`src/rtl/loop_nest_counter.sv`:
```
// -----------------------------------------------------------------------------
// loop_nest_counter
//
// Three-level nested loop counter that produces (x, y, c) index tuples for
// conv-window / feature-map addressing. x is the innermost (fastest) loop and
// c the outermost. Limits are inclusive and sampled when a start is accepted.
// The sweep advances one tuple per cycle while enable is high.
//
// Ports
//   clk      in   1    rising-edge clock
//   rst_n    in   1    asynchronous active-low reset
//   start    in   1    start request, accepted only when busy == 0
//   enable   in   1    consume the current tuple this cycle (stall when 0)
//   limit_x  in   W_X  last x value (inclusive), sampled on accepted start
//   limit_y  in   W_Y  last y value (inclusive), sampled on accepted start
//   limit_c  in   W_C  last c value (inclusive), sampled on accepted start
//   cnt_x    out  W_X  current x index (registered)
//   cnt_y    out  W_Y  current y index (registered)
//   cnt_c    out  W_C  current c index (registered)
//   busy     out  1    sweep in progress (registered)
//   wrap_x   out  1    x is wrapping this cycle (combinational)
//   wrap_y   out  1    y is wrapping this cycle (combinational)
//   last     out  1    final tuple consumed this cycle (combinational)
//   done     out  1    one-cycle pulse in the cycle after last (registered)
// -----------------------------------------------------------------------------
module loop_nest_counter #(
  parameter int W_X = 4,
  parameter int W_Y = 4,
  parameter int W_C = 4
) (
  input  logic           clk,
  input  logic           rst_n,
  input  logic           start,
  input  logic           enable,
  input  logic [W_X-1:0] limit_x,
  input  logic [W_Y-1:0] limit_y,
  input  logic [W_C-1:0] limit_c,
  output logic [W_X-1:0] cnt_x,
  output logic [W_Y-1:0] cnt_y,
  output logic [W_C-1:0] cnt_c,
  output logic           busy,
  output logic           wrap_x,
  output logic           wrap_y,
  output logic           last,
  output logic           done
);

  typedef enum logic {
    IDLE = 1'b0,
    RUN  = 1'b1
  } state_t;

  state_t         state;
  logic [W_X-1:0] lim_x;
  logic [W_Y-1:0] lim_y;
  logic [W_C-1:0] lim_c;

  // Comparisons use the latched limits only, so input limits may change
  // freely during a sweep. Gating with busy keeps all flags low in IDLE,
  // where the counters sit at zero and could otherwise match a zero limit.
  assign wrap_x = busy & enable & (cnt_x == lim_x);
  assign wrap_y = wrap_x & (cnt_y == lim_y);
  assign last   = wrap_y & (cnt_c == lim_c);

  // Each counter wraps through the explicit reset-to-zero path when it hits
  // its limit, so an all-ones limit never relies on arithmetic rollover.
  always_ff @(posedge clk or negedge rst_n) begin
    if (!rst_n) begin
      state <= IDLE;
      busy  <= 1'b0;
      done  <= 1'b0;
      cnt_x <= '0;
      cnt_y <= '0;
      cnt_c <= '0;
      lim_x <= '0;
      lim_y <= '0;
      lim_c <= '0;
    end else begin
      // NOTE: non-blocking assignments here so every register samples the
      // pre-edge values of its peers; blocking would create ordering races.
      done <= 1'b0;
      case (state)
        IDLE: begin
          if (start) begin
            lim_x <= limit_x;
            lim_y <= limit_y;
            lim_c <= limit_c;
            cnt_x <= '0;
            cnt_y <= '0;
            cnt_c <= '0;
            busy  <= 1'b1;
            state <= RUN;
          end
        end
        RUN: begin
          // start is deliberately ignored here: a sweep cannot be restarted.
          if (last) begin
            cnt_x <= '0;
            cnt_y <= '0;
            cnt_c <= '0;
            busy  <= 1'b0;
            done  <= 1'b1;
            state <= IDLE;
          end else if (wrap_y) begin
            cnt_x <= '0;
            cnt_y <= '0;
            cnt_c <= cnt_c + 1'b1;
          end else if (wrap_x) begin
            cnt_x <= '0;
            cnt_y <= cnt_y + 1'b1;
          end else if (enable) begin
            cnt_x <= cnt_x + 1'b1;
          end
        end
        default: state <= IDLE;
      endcase
    end
  end

endmodule

```
`config.mk`:
```
export PLATFORM = sky130hd
export DESIGN_NAME = loop_nest_counter
export DESIGN_NICKNAME = d
export VERILOG_FILES = /design/src/rtl/loop_nest_counter.sv
export SDC_FILE = /design/constraint.sdc
export NUM_CORES = 1
export LEC_CHECK = 0
export CAP_MARGIN = 20
export CORE_MARGIN = 2
export CORE_UTILIZATION = 52
export DETAILED_ROUTE_END_ITERATION = 12
export GPL_TIMING_DRIVEN = 1
export PLACE_DENSITY = 0.89
export REMOVE_ABC_BUFFERS = 1
export SLEW_MARGIN = 20
export SYNTH_ARGS = -nofsm -noshare
export SYNTH_HDL_FRONTEND = slang
export SYNTH_SLANG_ARGS = --single-unit
```
`constraint.sdc`:
```
create_clock -name clk -period 3.6 [get_ports clk]
set_input_delay 0.72 -clock clk [delete_from_list [all_inputs] [get_ports clk]]
set_output_delay 0.72 -clock clk [all_outputs]
set_load 0.01 [all_outputs]
```
Yosys cells after proc, flatten, opt, wreduce, memory -nomap -nowiden
Index checks and enable logic that the tools add are counted.

operators by class
  add/subtract/negate cells = 3
  equality and inequality tests = 8
  mux-type cells = 21
  bitwise operators = 5
  reductions and logical operators = 5

operators with widths
  cell                                         number
  two-way mux 4 bit                            10
  one-hot mux 4 bit (2 select lines)           3
  adder 4 x 1 -> 4 bit, second input constant  3
  equality test 4 bit                          3
  AND reduction 2 bit                          5
  two-way mux 1 bit                            6
  != test 5 bit, second input constant         1
  bitwise AND 1 bit                            4
  != test 2 bit, second input constant         2
  != test 4 bit, second input constant         1
  one-hot mux 1 bit (2 select lines)           2
  != test 3 bit, second input constant         1
  NOT 1 bit                                    1

word-level totals
  register bits after elaboration = 27
  input bits = 16
  output and inout bits = 17
  logic and storage cells = 51

Logic depth before layout (Yosys ltp)
  depth after elaboration = 6
  mapped depth = 7
  mapped depth without buffers = 6

Worst setup path after synthesis
No wires, ideal clock.

  path type = in2out
  from = in enable
  to = out last
  data arrival time = 1.502 ns
  data required time = 2.880 ns
  setup slack = 1.378 ns
  stages on the path = 3
  buffers on the path = 0
  path through = nand2_1 > or4_4 > nor2_1

on the way
  cells in the longest elaborated chain, start to end = 4

RTL lines
  element                          RTL line  RTL
  from (decl)                      34        input logic enable,
  bitwise AND 1 bit (2 in series)  61        assign wrap_x = busy & enable & (cnt_x == lim_x);
  bitwise AND 1 bit                62        assign wrap_y = wrap_x & (cnt_y == lim_y);
  bitwise AND 1 bit                63        assign last = wrap_y & (cnt_c == lim_c);
  to (decl)                        44        output logic last,

No other way between the ends.

Worst setup path after layout
  from = in enable
  to = out wrap_y

on the way
  cells in the longest elaborated chain, start to end = 3

RTL lines
  element                          RTL line  RTL
  bitwise AND 1 bit (2 in series)  61
  bitwise AND 1 bit                62
  to (decl)                        43        output logic wrap_y,

No other way between the ends.

==> flow_summary.ini <==
[final_layout]
n_antenna_cell = 0
area_growth_pct = 29.2
fin_nets = 173
drive_gt1_frac = 0.131
layout_common_cells = clkdlybuf4s50_1, dfrtp_1, mux2_2, xnor2_1, nor2_1
layout_commonest_cell = clkdlybuf4s50_1

[synthesis]
yosysWarnings = 0
synthFlopType = dfrtp_1
avgSynthCellArea_um2 = 11.3
ys_seq_area_frac = 0.508
netlist_area_mm2 = 0.00133
synth_seq_cells = 27
async_reset_ff_frac = 1.00
synth-edff-count = 0
synth_cell_types = 31
synth_cells = 118

[clocking]
cts_setup_buffers = 0
clock_latency_ns = 0.34
cts_resized = 0
cts_sinks = 27
htree_levels = 1
clockBufferDepth = 2
cts_tree = done
cts_buffers = 3
cts_root_buffer = clkbuf_4
cts_hold_buffers = 0
clkTransAtPathRegs_ns = 0.13

[power]
power.density_mw_per_mm2 = 581
peakVddDrop_mv = 0.452
total_power_uw = 998
leakage_nw = 0.729

[timing]
final_hold_viol_count = 0
fin_skew_ns = 0.0137
rsz0062_at_grt = false
fin_crit_sh = 0.913
fmax_mhz = 304
tightest_slew_ns = 0.616
finalSetupViolations = 0
fin_crit_ns = 3.29
setup-tns-final_ns = 0
report.final.slew_viol_count = 0
slew_headroom = 0.588

[setup_path]
slowest_delay_ns = 0.57
r2r_cells = 5
endpoint_kind = output pin
rrSetupSlack_ns = 1.55
critical_path.cell_chain = clkdlybuf4s50_1, nand2_1, or4_4, inv_1, clkdlybuf4s50_1
r2r_end = cnt_c[3]$_DFFE_PN0P_
startpoint_type = input port
cpMaxStageDelayCell = clkdlybuf4s50_1
worstPathArrival_ns = 2.57
cp_common_cell = clkdlybuf4s50_1
regToRegStartpoint = cnt_x[0]$_DFFE_PN0P_
setup.worst_path.end = wrap_y
startpoint = enable
worstPathMaxFanout = 5
critPathKind = input port to output pin
required_ns = 2.88

[worst_hold_path]
min_path_cells = 2
hold_path.class = flop to flop

[outcome]
status = completed

[flow_run]
maxCapViolations = 0

[global_route]
grt_max_degree = 28
grt_usage = 0.231
grt_pass1_vias = 1048
antenna_found_initial = 0
overflow = 0
grt_pass1_wl_mm = 4.73

[routing]
dr_total_vias = 1037
drt-total-wl_mm = 2.87
postRouteAntennaNets = 0
wl_per_cell_um = 15.7
drc = 0
drtPass1Iterations = 4
viasPerCell = 5.67
drt_iter0_drc = 29

[floorplanning]
die_area_mm2 = 0.00298
initial_core_util = 0.541
coreArea_mm2 = 0.00245
row_count = 18
io_pins = 33
die_w_um = 54.6
die_h_um = 54.6

[place]
numPortBuffers = 32
dp_hpwl_mm = 2.18
gp_congestion = 0.812
[cells by family (layout without fill, tap and decap cells)]
family	count (synthesis)	count (layout)	synth area share
and+or+nand+nor	37	37	0.139
buffers and inverters	7	42	0.0198
xor gates and xnor gates	13	13	0.0857
AOI/OAI and AO/OA	17	17	0.0998
muxes	14	14	0.119
DFF	27	27	0.508
adders and majority gates	3	3	0.0283
[stage by stage]
step	setup WS (ns)	hold WS [ns]	cell area, um^2	util	instances
after floorplan	1.38	0.424	1320	-	115
after global placement	0.359	0.513	1690	0.689	179
after detailed placement	0.326	0.521	1690	0.689	179
after CTS	0.321	0.550	1720	0.699	183
after global routing	0.214	0.571	1720	0.699	183
final	0.312	0.545	1720	0.699	183
[worst min path at each step]
stage	slack, ns	endpoint	startpoint
global route	0.57	lim_c[0]$_DFFE_PN0P_	lim_c[0]$_DFFE_PN0P_
finish	0.54	busy$_DFFE_PN0P_	busy$_DFFE_PN0P_
detailed placement	0.52	lim_c[3]$_DFFE_PN0P_	lim_c[3]$_DFFE_PN0P_
CTS	0.55	lim_c[3]$_DFFE_PN0P_	lim_c[3]$_DFFE_PN0P_
global placement	0.51	lim_x[0]$_DFFE_PN0P_	lim_x[0]$_DFFE_PN0P_
floorplan	0.42	busy$_DFFE_PN0P_	rst_n
[sequential cells by signal (all words and copies together) (netlist names)]
signal and cells:
state 1, lim_c 4, lim_x 4, cnt_x 4
lim_y 4, done 1, cnt_y 4, cnt_c 4
busy 1
[cell type report]
cell class	instances	area (um^2)
fill	180	738
sequential	27	676
multi-input combinational	84	627
timing repair buffer	34	335
tap	30	37.5
clock buffer	4	26.3
inverter	4	15.0
[critical path, delay by kind of cell]
family        cells  cell delay [ns]
simple gates      2             0.64
buf+inv           3             1.20
[where the power goes]
part           total [mW]  leakage [nW]  internal [mW]  switching (mW)
clock               0.133        0.0150         0.0436          0.0892
sequential          0.483         0.331          0.380           0.103
combinational       0.382         0.383          0.233           0.149
[per-layer routing]
| layer | up-vias | part of all wire | GRT usage |
|---|---|---|---|
| li1 | 487 | - | - |
| met1 | 512 | 0.43 | 0.281 |
| met2 | 33 | 0.52 | 0.402 |
| met3 | 5 | 0.036 | 0.0328 |
| met4 | 0 | 0.015 | 0.104 |
| met5 | - | 0 | 0 |
[cells in the mapped netlist (3+ instances only)]
cell type | number | area, um^2
nand3_1 | 4 | 20.0
xnor2_1 | 11 | 96.3
mux2_2 | 14 | 158
nor2_1 | 11 | 41.3
inv_1 | 4 | 15.0
nand2_1 | 8 | 30.0
dfrtp_1 | 27 | 676
a22o_1 | 3 | 26.3
a21oi_1 | 3 | 15.0
clkbuf_1 | 3 | 11.3
nor2b_1 | 3 | 18.8
ha_1 | 3 | 37.5
Note: power is estimated with default switching activity, not from simulation.
